File: config.mk
export PLATFORM = sky130hd
export DESIGN_NAME = sprite_dma_flat
export DESIGN_NICKNAME = d
export VERILOG_FILES = /design/src/rtl/sprite_dma_if.sv /design/src/rtl/sprite_dma.sv /design/src/flat_wrapper.sv
export SDC_FILE = /design/constraint.sdc
export NUM_CORES = 1
export LEC_CHECK = 0
export ABC_AREA = 1
export BUFFER_PORTS_ARGS = -buffer_cell sky130_fd_sc_hd__clkbuf_2
export CAP_MARGIN = 20
export CORE_UTILIZATION = 25
export CTS_CLUSTER_DIAMETER = 40
export DETAILED_ROUTE_END_ITERATION = 8
export SYNTH_ARGS = -nofsm -noshare
export SYNTH_HDL_FRONTEND = slang
export SYNTH_SLANG_ARGS = --single-unit
File: constraint.sdc
create_clock -name clk -period 1.5 [get_ports clk]
set_input_delay 0.15 -clock clk [delete_from_list [all_inputs] [get_ports clk]]
set_output_delay 0.15 -clock clk [all_outputs]
set_load 0.01 [all_outputs]
File: src/rtl/sprite_dma_if.sv
// Bus-side signals of the sprite DMA: Z80 bus handshake, work-RAM read port
// and objram write port.
interface sprite_dma_if #(
  parameter int SRC_AW = 16
);
  logic              busrq_n;
  logic              busak_n;
  logic              src_rd;
  logic [SRC_AW-1:0] src_addr;
  logic [7:0]        src_data;
  logic              dst_wr;
  logic [9:0]        dst_addr;
  logic [7:0]        dst_data;

  modport master (
    output busrq_n, src_rd, src_addr, dst_wr, dst_addr, dst_data,
    input  busak_n, src_data
  );

  modport slave (
    input  busrq_n, src_rd, src_addr, dst_wr, dst_addr, dst_data,
    output busak_n, src_data
  );
endinterface

File: src/rtl/sprite_dma.sv
// Sprite-list DMA: on a CPU trigger, takes the Z80 bus and copies LEN bytes
// from work RAM into objram, two clocks per byte, then hands the bus back.
module sprite_dma #(
  parameter int LEN    = 384,
  parameter int SRC_AW = 16
) (
  input  logic              clk,
  input  logic              rst_n,
  input  logic              start,
  input  logic [SRC_AW-1:0] src_base,
  input  logic [9:0]        dst_base,
  output logic              busy,
  output logic              done,
  sprite_dma_if.master      bus
);

  typedef enum logic [2:0] {
    S_IDLE,
    S_REQ,
    S_RD,
    S_WR,
    S_REL
  } state_e;

  localparam logic [10:0] LEN_C = 11'(LEN);

  state_e            state_q, state_d;
  logic [SRC_AW-1:0] src_ptr_q, src_ptr_d;
  logic [9:0]        dst_ptr_q, dst_ptr_d;
  logic [10:0]       count_q, count_d;

  logic              busrq_n_q, busrq_n_d;
  logic              src_rd_q, src_rd_d;
  logic [SRC_AW-1:0] src_addr_q, src_addr_d;
  logic              dst_wr_q, dst_wr_d;
  logic [9:0]        dst_addr_q, dst_addr_d;
  logic [7:0]        dst_data_q, dst_data_d;
  logic              busy_q, busy_d;
  logic              done_q, done_d;

  logic              last_byte;

  assign last_byte = (count_q + 11'd1) == LEN_C;

  always_ff @(posedge clk or negedge rst_n) begin
    if (!rst_n) begin
      state_q    <= S_IDLE;
      src_ptr_q  <= '0;
      dst_ptr_q  <= '0;
      count_q    <= '0;
      busrq_n_q  <= 1'b1;
      src_rd_q   <= 1'b0;
      src_addr_q <= '0;
      dst_wr_q   <= 1'b0;
      dst_addr_q <= '0;
      dst_data_q <= '0;
      busy_q     <= 1'b0;
      done_q     <= 1'b0;
    end else begin
      state_q    <= state_d;
      src_ptr_q  <= src_ptr_d;
      dst_ptr_q  <= dst_ptr_d;
      count_q    <= count_d;
      busrq_n_q  <= busrq_n_d;
      src_rd_q   <= src_rd_d;
      src_addr_q <= src_addr_d;
      dst_wr_q   <= dst_wr_d;
      dst_addr_q <= dst_addr_d;
      dst_data_q <= dst_data_d;
      busy_q     <= busy_d;
      done_q     <= done_d;
    end
  end

  always_comb begin
    state_d    = state_q;
    src_ptr_d  = src_ptr_q;
    dst_ptr_d  = dst_ptr_q;
    count_d    = count_q;
    busrq_n_d  = busrq_n_q;
    src_rd_d   = 1'b0;
    src_addr_d = src_addr_q;
    dst_wr_d   = 1'b0;
    dst_addr_d = dst_addr_q;
    dst_data_d = dst_data_q;
    busy_d     = busy_q;
    done_d     = 1'b0;

    case (state_q)
      S_IDLE: begin
        // A trigger landing on the done pulse belongs to the finished transfer.
        if (start && !done_q) begin
          src_ptr_d = src_base;
          dst_ptr_d = dst_base;
          count_d   = '0;
          busy_d    = 1'b1;
          busrq_n_d = 1'b0;
          state_d   = S_REQ;
        end
      end

      S_REQ: begin
        if (!bus.busak_n) state_d = S_RD;
      end

      S_RD: begin
        if (bus.busak_n) begin
          state_d = S_REQ;
        end else begin
          src_rd_d   = 1'b1;
          src_addr_d = src_ptr_q;
          state_d    = S_WR;
        end
      end

      S_WR: begin
        // Losing the bus here drops the byte; it is re-read after re-acknowledge.
        if (bus.busak_n) begin
          state_d = S_REQ;
        end else begin
          dst_wr_d   = 1'b1;
          dst_addr_d = dst_ptr_q;
          dst_data_d = bus.src_data;
          src_ptr_d  = src_ptr_q + SRC_AW'(1);
          dst_ptr_d  = dst_ptr_q + 10'd1;
          count_d    = count_q + 11'd1;
          if (last_byte) begin
            busrq_n_d = 1'b1;
            state_d   = S_REL;
          end else begin
            state_d = S_RD;
          end
        end
      end

      S_REL: begin
        busrq_n_d = 1'b1;
        if (bus.busak_n) begin
          busy_d  = 1'b0;
          done_d  = 1'b1;
          state_d = S_IDLE;
        end
      end

      default: state_d = S_IDLE;
    endcase
  end

  assign bus.busrq_n  = busrq_n_q;
  assign bus.src_rd   = src_rd_q;
  assign bus.src_addr = src_addr_q;
  assign bus.dst_wr   = dst_wr_q;
  assign bus.dst_addr = dst_addr_q;
  assign bus.dst_data = dst_data_q;
  assign busy         = busy_q;
  assign done         = done_q;

endmodule

File: src/flat_wrapper.sv
// flat-port wrapper written by rule: the top's interface ports become plain ports
module sprite_dma_flat 
#(
  parameter int LEN    = 384,
  parameter int SRC_AW = 16
)
  (clk, rst_n, start, src_base, dst_base, busy, done, bus_busrq_n, bus_src_rd, bus_src_addr, bus_dst_wr, bus_dst_addr, bus_dst_data, bus_busak_n, bus_src_data);
  sprite_dma_if #(.SRC_AW(SRC_AW)) bus_i ();
  input  logic clk;
  input  logic rst_n;
  input  logic start;
  input  logic [SRC_AW-1:0] src_base;
  input  logic [9:0] dst_base;
  output logic busy;
  output logic done;
  output wire logic [$bits(bus_i.busrq_n)-1:0] bus_busrq_n;
  output wire logic [$bits(bus_i.src_rd)-1:0] bus_src_rd;
  output wire logic [$bits(bus_i.src_addr)-1:0] bus_src_addr;
  output wire logic [$bits(bus_i.dst_wr)-1:0] bus_dst_wr;
  output wire logic [$bits(bus_i.dst_addr)-1:0] bus_dst_addr;
  output wire logic [$bits(bus_i.dst_data)-1:0] bus_dst_data;
  input wire logic [$bits(bus_i.busak_n)-1:0] bus_busak_n;
  input wire logic [$bits(bus_i.src_data)-1:0] bus_src_data;
  assign bus_busrq_n = bus_i.busrq_n;
  assign bus_src_rd = bus_i.src_rd;
  assign bus_src_addr = bus_i.src_addr;
  assign bus_dst_wr = bus_i.dst_wr;
  assign bus_dst_addr = bus_i.dst_addr;
  assign bus_dst_data = bus_i.dst_data;
  assign bus_i.busak_n = bus_busak_n;
  assign bus_i.src_data = bus_src_data;
  sprite_dma #(.LEN(LEN), .SRC_AW(SRC_AW)) u_core (.clk(clk), .rst_n(rst_n), .start(start), .src_base(src_base), .dst_base(dst_base), .busy(busy), .done(done), .bus(bus_i));
endmodule
==> reports/qor.yml <==
outcome: "finished, violations left"
violations: "setup timing"
port_buffers: 76
hold_path_depth: 3
fp.dieH_microns: 128
viasPerCell: 4.44
synth_top_family_by_area: "simple AND/OR/NAND/NOR gates"
place.gp.congestion: 0.856
die-width_microns: 128
worst-setup-path-type: "reg -> reg"
overflow: 0
grt_pass1_vias: 3597
numCtsBuffers: 9
synth-seq-cells: 79
grt_setup_unrepaired: "yes"
ant_nets: 0
cp-end-kind: "flop"
synth_fa_ha_area_share_pct: 0.947
cts_sinks: 79
vias: 3780
syn-cell-area_sq_um: 3960
drt_first_iter_violations: 169
nNetsFinal: 676
antennaDiodeCount: 0
setup_ws_ns: -0.0633
p_leak_nw: 2.72
wirelength_mm: 10.9
route.detailed.drc: 0
dr.pass1.iters: 4
period_needed_ns: 1.56
timing.final.crit_share_pct: 104
setup_viol: 4
synthCells: 504
min_path_type: "in -> reg"
powerDensity_nw_per_um2: 1920
max_slew_margin_pct: 74.7
grt_usage_pct: 13.8
start_kind: "flop"
seq_area_frac_synth_pct: 49.9
synth_compound_gate_area_share_pct: 14.7
postLayoutCellArea_sq_um: 5730
fin_worst_skew_ns: 0.00810
cp_max_fo: 6
core_sq_um: 15300
dieArea_sq_um: 16400
synth_xor_area_share_pct: 0.442
grt_start_max_net_pins: 34
clk_path_buf_depth: 2
htree_levels: 3
ys_warn_count: 0
cp.arrival_ns: 1.84
cts_root_buf: "clkbuf_16"
fmax_mhz: 640
yosysTopAreaCell: "dfrtp_1"
pin_count: 77
final-instance-count-excl-fill: 851
required_ns: 1.77
clk_latency_ns: 0.34
hold_viol: 0
hpwl_mm: 7.75
post_synth_num_cell_types: 36
worst-r2r-cell-count: 13
place_ws_ns: -0.167
dpl_cell_area_sq_um: 4930
avgSynthCellArea_sq_um: 7.86
syn_nets: 545
antenna_found_initial: 0
yosys.area_share.simple_pct: 25.7
dp.cells: 823
synth_area_leaders: "dfrtp_1, nand2_1, o21ai_0, inv_1, nand3_1"
layout_commonest_cell: "nand2_1"
maxCapViolCount: 0
worst_slew_pin_slew_ns: 0.379
routedWlPerCell_microns: 12.8
start_util_pct: 25.9
synth_top_area_share_pct: 49.3
max-vdd-ir-drop_mv: 0.958
fp-row-count: 45
drive_gt1_share_pct: 37.8
totalNegativeSetupSlack_ns: -0.174
report.final.slew_viol_count: 0
muxShareOfSynthArea_pct: 0
cts_tree: "built"
worst_hold_slack_ns: 0.00771
synthToLayoutAreaGrowth_pct: 44.6
layout_common_cells: "nand2_1, clkbuf_2, dfrtp_1"
grt_pass1_wl_mm: 17.8
path_clk_slew_ns: 0.06
[per-stage QoR]
step / total power, mW / utilization [%]
after floorplan: 6.24 / -
after global placement: 7.99 / 32.2
after detailed placement: 8.06 / 32.2
after CTS: 10.5 / 35.4
after global routing: 11.9 / 37.4
final: 11.0 / 37.4
[state kept, by name, indices dropped and copies added (netlist names), 3 cells and up]
name and count:
u_core.bus.dst_addr 10, u_core.dst_ptr_q 10, u_core.bus.dst_data 8, u_core.state_q 3
u_core.src_ptr_q 16, u_core.count_q 11, u_core.bus.src_addr 16
[power breakdown]
part | internal (mW) | switching (mW)
clock | 1.14 | 0.911
combinational | 2.28 | 3.07
sequential | 3.00 | 0.617
[logic make-up after synthesis]
| family | after synthesis |
|---|---|
| flip-flops | 79 |
| adder cells (fa/ha/maj) | 3 |
| XOR/XNOR | 2 |
| buffers and inverters | 77 |
| AO/OA/AOI/OAI | 104 |
| AND/OR/NAND/NOR | 239 |
[final cells by class]
class / instances / area, sq um
Clock buffer: 9 / 225
Clock inverter: 7 / 55.1
Fill cell: 1600 / 9590
Inverter: 58 / 235
Multi-Input combinational cell: 348 / 2000
Sequential cell: 79 / 1980
Tap cell: 211 / 264
Timing Repair Buffer: 139 / 968
[worst paths after layout]
check	start	end	slack, ns
worst max-delay path	u_core.count_q[1]	u_core.bus.busrq_n	-0.06
worst min-delay path	bus_src_data[3]	u_core.bus.dst_data[3]	0.008
worst max register to register	u_core.count_q[1]	u_core.bus.busrq_n	-0.06
worst min register to register	u_core.bus.dst_addr[1]	u_core.bus.dst_addr[1]	0.47
max in group asynchronous	rst_n	u_core.bus.dst_addr[1]	0.66
min in group asynchronous	rst_n	u_core.count_q[8]	0.28
[Yosys cell counts (all sizes together)]
cell      n
a211oi    2
a21oi    20
a22o      1
a22oi     2
a31oi     3
a32o      1
a32oi     1
buf      11
clkbuf    8
dfrtp    78
dfstp     1
ha        3
inv      58
nand2   153
nand3    31
nand4     9
nor2     36
nor3      7
nor3b     1
o211ai    6
o21ai    60
o22ai     8
or2       2
xor2      2
[worst max-delay path, cell delays in order, from the launching register on]
cell and delay [ns]:
dfrtp_1 0.38, ha_2 0.20, nand2_4 0.12, nor2_4 0.06, nand2_1 0.08, nand2_1 0.07, nand2_2 0.08, nand2_2 0.06
nor2_4 0.13, nand3_2 0.09, nand2_2 0.08, nand2_1 0.05, nand2_1 0.05, nand2_1 0.04
[routing by layer]
layer | global-route usage, % | part of all wire (%) | wire [microns]
met1 | 18.9 | 47 | 5110
met3 | 3.09 | 5.3 | 577
met2 | 21.5 | 46 | 5050
met4 | 4.57 | 1.3 | 146
met5 | 0 | 0 | 0
[what timing repair did]
item | in CTS | in global routing
hold endpoints to repair | 25 | 0
endpoints found under the setup margin | 31 | 36
resized for setup | 42 | 83
cloned | 0 | 1
pin swaps | 20 | 26
hold buffers | 2 | 0
setup buffers | 6 | 4
No activity file was read; power rests on OpenSTA's default activity.
